$ cat src/rtl/soft_depuncture.sv
// rtl/soft_depuncture.sv - soft-decision depuncturer producing mother-code (X,Y) LLR pairs
// Optional feature macro: SOFT_DEPUNCTURE_RATE56_EN (adds rate 5/6 pattern support)
module soft_depuncture (
  input  logic       clk_h,
  input  logic       rst_n,
  input  logic       ival,
  input  logic [4:0] ibit,
  input  logic       isof,
  input  logic [1:0] code_rate,
  output logic       oval,
  output logic [4:0] ox,
  output logic [4:0] oy,
  output logic [1:0] oerase,
  output logic       osof
);

  localparam logic [1:0] RATE_12 = 2'd0;
  localparam logic [1:0] RATE_23 = 2'd1;
  localparam logic [1:0] RATE_34 = 2'd2;
  localparam logic [1:0] RATE_56 = 2'd3;

  typedef enum logic {PH_X, PH_Y} phase_t;

  logic [1:0] rate_q, rate_d;
  logic [2:0] pos_q, pos_d;
  phase_t     phase_q, phase_d;
  logic [4:0] xhold_q, xhold_d;
  logic       sofpend_q, sofpend_d;
  logic       oval_q, oval_d;
  logic [4:0] ox_q, ox_d;
  logic [4:0] oy_q, oy_d;
  logic [1:0] oerase_q, oerase_d;
  logic       osof_q, osof_d;

  logic [1:0] rate_in;
  logic [1:0] rate_use;
  logic [2:0] pos_use;
  phase_t     phase_use;
  logic       pend_use;
  logic [2:0] pos_last;
  logic       x_kept;
  logic       y_kept;

  // Map the sampled code_rate onto a rate this build supports
  always_comb begin
`ifdef SOFT_DEPUNCTURE_RATE56_EN
    rate_in = code_rate;
`else
    rate_in = (code_rate == RATE_56) ? RATE_12 : code_rate;
`endif
  end

  // Context for the current entry: an isof restarts the frame at p=0, phase X
  always_comb begin
    rate_use  = rate_q;
    pos_use   = pos_q;
    phase_use = phase_q;
    pend_use  = sofpend_q;
    if (ival && isof) begin
      rate_use  = rate_in;
      pos_use   = 3'd0;
      phase_use = PH_X;
      pend_use  = 1'b1;
    end
  end

  // Puncture table: period end and which rows are transmitted at this position
  always_comb begin
    pos_last = 3'd0;
    x_kept   = 1'b1;
    y_kept   = 1'b1;
    case (rate_use)
      RATE_23: begin
        pos_last = 3'd1;
        x_kept   = (pos_use == 3'd0);
      end
      RATE_34: begin
        pos_last = 3'd2;
        x_kept   = (pos_use != 3'd1);
        y_kept   = (pos_use != 3'd2);
      end
`ifdef SOFT_DEPUNCTURE_RATE56_EN
      RATE_56: begin
        pos_last = 3'd4;
        x_kept   = (pos_use == 3'd0) || (pos_use == 3'd2) || (pos_use == 3'd4);
        y_kept   = (pos_use == 3'd0) || (pos_use == 3'd1) || (pos_use == 3'd3);
      end
`endif
      default: ;
    endcase
  end

  // Consume one transmitted entry per ival; emit the pair when its position completes
  always_comb begin
    rate_d    = rate_q;
    pos_d     = pos_q;
    phase_d   = phase_q;
    xhold_d   = xhold_q;
    sofpend_d = sofpend_q;
    oval_d    = 1'b0;
    ox_d      = 5'd0;
    oy_d      = 5'd0;
    oerase_d  = 2'b00;
    osof_d    = 1'b0;
    if (ival) begin
      rate_d    = rate_use;
      pos_d     = pos_use;
      phase_d   = phase_use;
      sofpend_d = pend_use;
      if (phase_use == PH_Y) begin
        oval_d = 1'b1;
        ox_d   = xhold_q;
        oy_d   = ibit;
      end else if (x_kept && y_kept) begin
        xhold_d = ibit;
        phase_d = PH_Y;
      end else if (x_kept) begin
        oval_d   = 1'b1;
        ox_d     = ibit;
        oerase_d = 2'b01;
      end else begin
        oval_d   = 1'b1;
        oy_d     = ibit;
        oerase_d = 2'b10;
      end
      if (oval_d) begin
        osof_d    = pend_use;
        sofpend_d = 1'b0;
        phase_d   = PH_X;
        pos_d     = (pos_use == pos_last) ? 3'd0 : pos_use + 3'd1;
      end
    end
  end

  // State and registered outputs; reset returns to rate 1/2, p=0, phase X
  always_ff @(posedge clk_h or negedge rst_n) begin
    if (!rst_n) begin
      rate_q    <= RATE_12;
      pos_q     <= 3'd0;
      phase_q   <= PH_X;
      xhold_q   <= 5'd0;
      sofpend_q <= 1'b0;
      oval_q    <= 1'b0;
      ox_q      <= 5'd0;
      oy_q      <= 5'd0;
      oerase_q  <= 2'b00;
      osof_q    <= 1'b0;
    end else begin
      rate_q    <= rate_d;
      pos_q     <= pos_d;
      phase_q   <= phase_d;
      xhold_q   <= xhold_d;
      sofpend_q <= sofpend_d;
      oval_q    <= oval_d;
      ox_q      <= ox_d;
      oy_q      <= oy_d;
      oerase_q  <= oerase_d;
      osof_q    <= osof_d;
    end
  end

  assign oval   = oval_q;
  assign ox     = ox_q;
  assign oy     = oy_q;
  assign oerase = oerase_q;
  assign osof   = osof_q;

endmodule
$ cat config.mk
export PLATFORM = sky130hd
export DESIGN_NAME = soft_depuncture
export DESIGN_NICKNAME = d
export VERILOG_FILES = /design/src/rtl/soft_depuncture.sv
export SDC_FILE = /design/constraint.sdc
export NUM_CORES = 1
export LEC_CHECK = 0
export CAP_MARGIN = 15
export CORE_MARGIN = 3
export CORE_UTILIZATION = 49
export DETAILED_ROUTE_END_ITERATION = 7
export GPL_TIMING_DRIVEN = 0
export PLACE_DENSITY = 0.77
export SLEW_MARGIN = 20
export SYNTH_ARGS = -nofsm -noshare
export SYNTH_HDL_FRONTEND = slang
export SYNTH_SLANG_ARGS = --single-unit
$ cat constraint.sdc
create_clock -name clk_h -period 2.4 [get_ports clk_h]
set_clock_uncertainty 0.2 [all_clocks]
set_input_delay 0.48 -clock clk_h [delete_from_list [all_inputs] [get_ports clk_h]]
set_output_delay 0.48 -clock clk_h [all_outputs]
set_load 0.03 [all_outputs]
==> reports/metrics.yaml <==
instances_no_fill: 160
dieHeight_um: 55.77
clk_latency_ns: 0.32
total_power_mw: 1.253
critPathMaxFanout: 4
final-hold-violation-count: 0
start_util_pct: 53.33
required_ns: 2.40
async_reset_ff_share_pct: 100.0
synth_cell_types: 30
routedWlPerCell_um: 16.36
netlist_instances: 97
antenna_found_initial: 0
whs_endpoint: "phase_q"
die_x_um: 55.77
synth_top_cell_by_area: "dfrtp_1"
worst_pin_slew_ns: 0.5862
finalMaxSlewViolations: 0
final_layout_size_suffix_gt1_share_pct: 26.52
start_kind: "input pin"
leakagePower_nw: 0.7548
irDropWorstVdd_mv: 0.5075
rows: 17
combPwrFrac_pct: 32.8
yosys.area.top_type_share_pct: 53.61
drc: 0
fin_setup_tns_ns: -0.04440
pwr-share-seq_pct: 43.0
fillers: 144
power.switching_uw: 389.9
routed_via_density: 5.694
r2r_cells: 10
max_freq_mhz: 409.1
drt-initial-drc-count: 18
cts_buffers: 3
synth.avg_cell_area_um2: 12.51
die_area_mm2: 0.003110
hp-start: "phase_q"
dpl_worst_slack_ns: -0.9315
synthesis.area_mm2: 0.001214
place.gp.congestion: 0.7658
grt_overflow: 0
violations: "setup timing"
worstSetupPathType: "input pin to flop"
reg2reg_slack_ns: 0.09
fin_util_pct: 73.12
diodes: 0
pwr-share-clk_pct: 24.2
yosys-top-cells-area: "dfrtp_1 (54%), ha_1 (6.2%), mux2_1 (4.6%)"
maxCapViolations: 0
yosys-top-cells-count: "dfrtp_1 (26), nand2_1 (10), and2_1 (6), ha_1 (6), inv_1 (6)"
worstPathArrival_ns: 2.45
swShare_pct: 31.11
htreeDepth: 1
track_usage_pct: 17.06
io_buffers: 24
clk_pin_slew_ns: 0.15
synth-main-ff-cell: "dfrtp_1"
fin_crit_sh_pct: 101.8
endpoint_kind: "flop"
grt_first_pass_wirelength_um: 4043
syn_to_final_growth_pct: 37.11
yosysWarnings: 0
grt_max_degree: 27
vias: 911
internal_power_uw: 863.5
syn-num-nets: 114
hold_class: "flop to flop"
setup_viol: 1
io-pin-count: 25
post-dp-hpwl_um: 1635
clock_sinks: 26
worst_slack_ns: -0.04440
cts_root_buf: "clkbuf_4"
ys_seq_elements: 26
drt-total-wl_um: 2618
cts_tree: "built"
synth-edff-count: 0
regToRegEndpoint: "pos_q[2]"
worstReg2RegStart: "rate_q[0]"
power.density_mw_per_mm2: 753.2
min_period_ns: 2.444
firstDrtPassIters: 4
yosysMostFrequentCell: "dfrtp_1"
core-area_mm2: 0.002276
grt_pass1_vias: 868
drt.antenna.violating_nets: 0
clockBufferDepth: 2
outcome: "finished, violations left"
dp_cells: 149
whs_path_depth: 1
synth-seq-area-share_pct: 53.61
max_slew_margin_pct: 60.92
nets: 150
-- flip-flops by register name, indices dropped and copies added, names as in the netlist --
name       flops
ox             5
oy             5
xhold_q        5
pos_q          3
oerase         2
rate_q         2
osof           1
oval           1
phase_q        1
sofpend_q      1
-- placed cells by master, fill, tap and decap left out, types with 4 or more instances in the layout --
cell type	count
dfrtp_1	26
inv_1	5
ha_1	4
a22o_1	5
clkdlybuf4s50_1	19
mux2_1	5
buf_4	6
nand2_1	8
and2_1	5
-- area by class of cell --
| class | instances | area (um^2) | area share, % |
|---|---|---|---|
| flip-flops and latches | 26 | 650.6 | 39.10 |
| multi-input cells | 65 | 625.6 | 37.59 |
| repair buffers | 31 | 277.8 | 16.69 |
| well taps | 28 | 35.03 | 2.105 |
| clock inverters | 1 | 30.03 | 1.805 |
| clock buffers | 3 | 22.52 | 1.353 |
| inverters | 6 | 22.52 | 1.353 |
-- per-layer routing --
| metal | vias to the layer above | GRT usage, % | wire length, um |
|---|---|---|---|
| met5 | - | 0 | 0 |
| met4 | 0 | 7.986 | 29 |
| met3 | 4 | 2.784 | 173 |
| met2 | 39 | 28.72 | 1354 |
| met1 | 456 | 21.29 | 1060 |
| li1 | 412 | - | - |
-- power groups by stage --
stage               logic (mW)  registers [mW]  clock network, mW
finish                   0.411           0.539              0.303
global route             0.444           0.547              0.323
global placement         0.330           0.544                  0
CTS                      0.366           0.538              0.303
detailed placement       0.345           0.547                  0
floorplan                0.189           0.587                  0
-- worst max-delay path, cell delays in order --
cell	delay, ns
dlygate4sd2_1	0.27
nand2b_4	0.16
o21ai_4	0.17
inv_2	0.06
ha_4	0.16
buf_4	0.15
or4_4	0.44
o32ai_2	0.19
a31oi_2	0.10
o21ai_1	0.13
mux2i_1	0.13
-- per-stage QoR --
stage               area [um^2]  hold WS [ns]
floorplan                  1214      -0.01559
global placement           1489        0.2593
detailed placement         1489        0.2663
CTS                        1604        0.3018
global route               1664        0.3264
finish                     1664        0.3001
-- logic make-up after synthesis --
logic type | after synthesis | synth area share (%)
flops | 26 | 53.61
xor+xnor | 1 | 0.7218
fa+ha+maj | 6 | 6.185
simple gates | 29 | 14.64
buf+inv | 6 | 1.856
mux | 8 | 7.113
compound gates | 21 | 15.88
-- worst max-delay path by stage --
stage / depth (start not counted) / from / slack (ns) / to
after floorplan: 8 / ival / 0.01 / pos_q[0]
after global placement: 9 / ival / -0.87 / pos_q[0]
final: 11 / code_rate[0] / -0.04 / pos_q[2]
after detailed placement: 9 / ival / -0.93 / pos_q[1]
after global routing: 10 / code_rate[1] / -0.09 / pos_q[2]
after CTS: 11 / ival / 0.03 / pos_q[2]
-- repair_timing --
| item | in CTS | in global routing |
|---|---|---|
| pin swaps | 4 | 4 |
| setup buffers | 2 | 4 |
| setup endpoints to repair | 24 | 9 |
| gates cloned | 0 | 0 |
| resized for setup | 21 | 9 |
| endpoints found under the hold margin | 0 | 26 |
| hold buffers | 0 | 1 |
No activity file was read; power rests on OpenSTA's default activity.
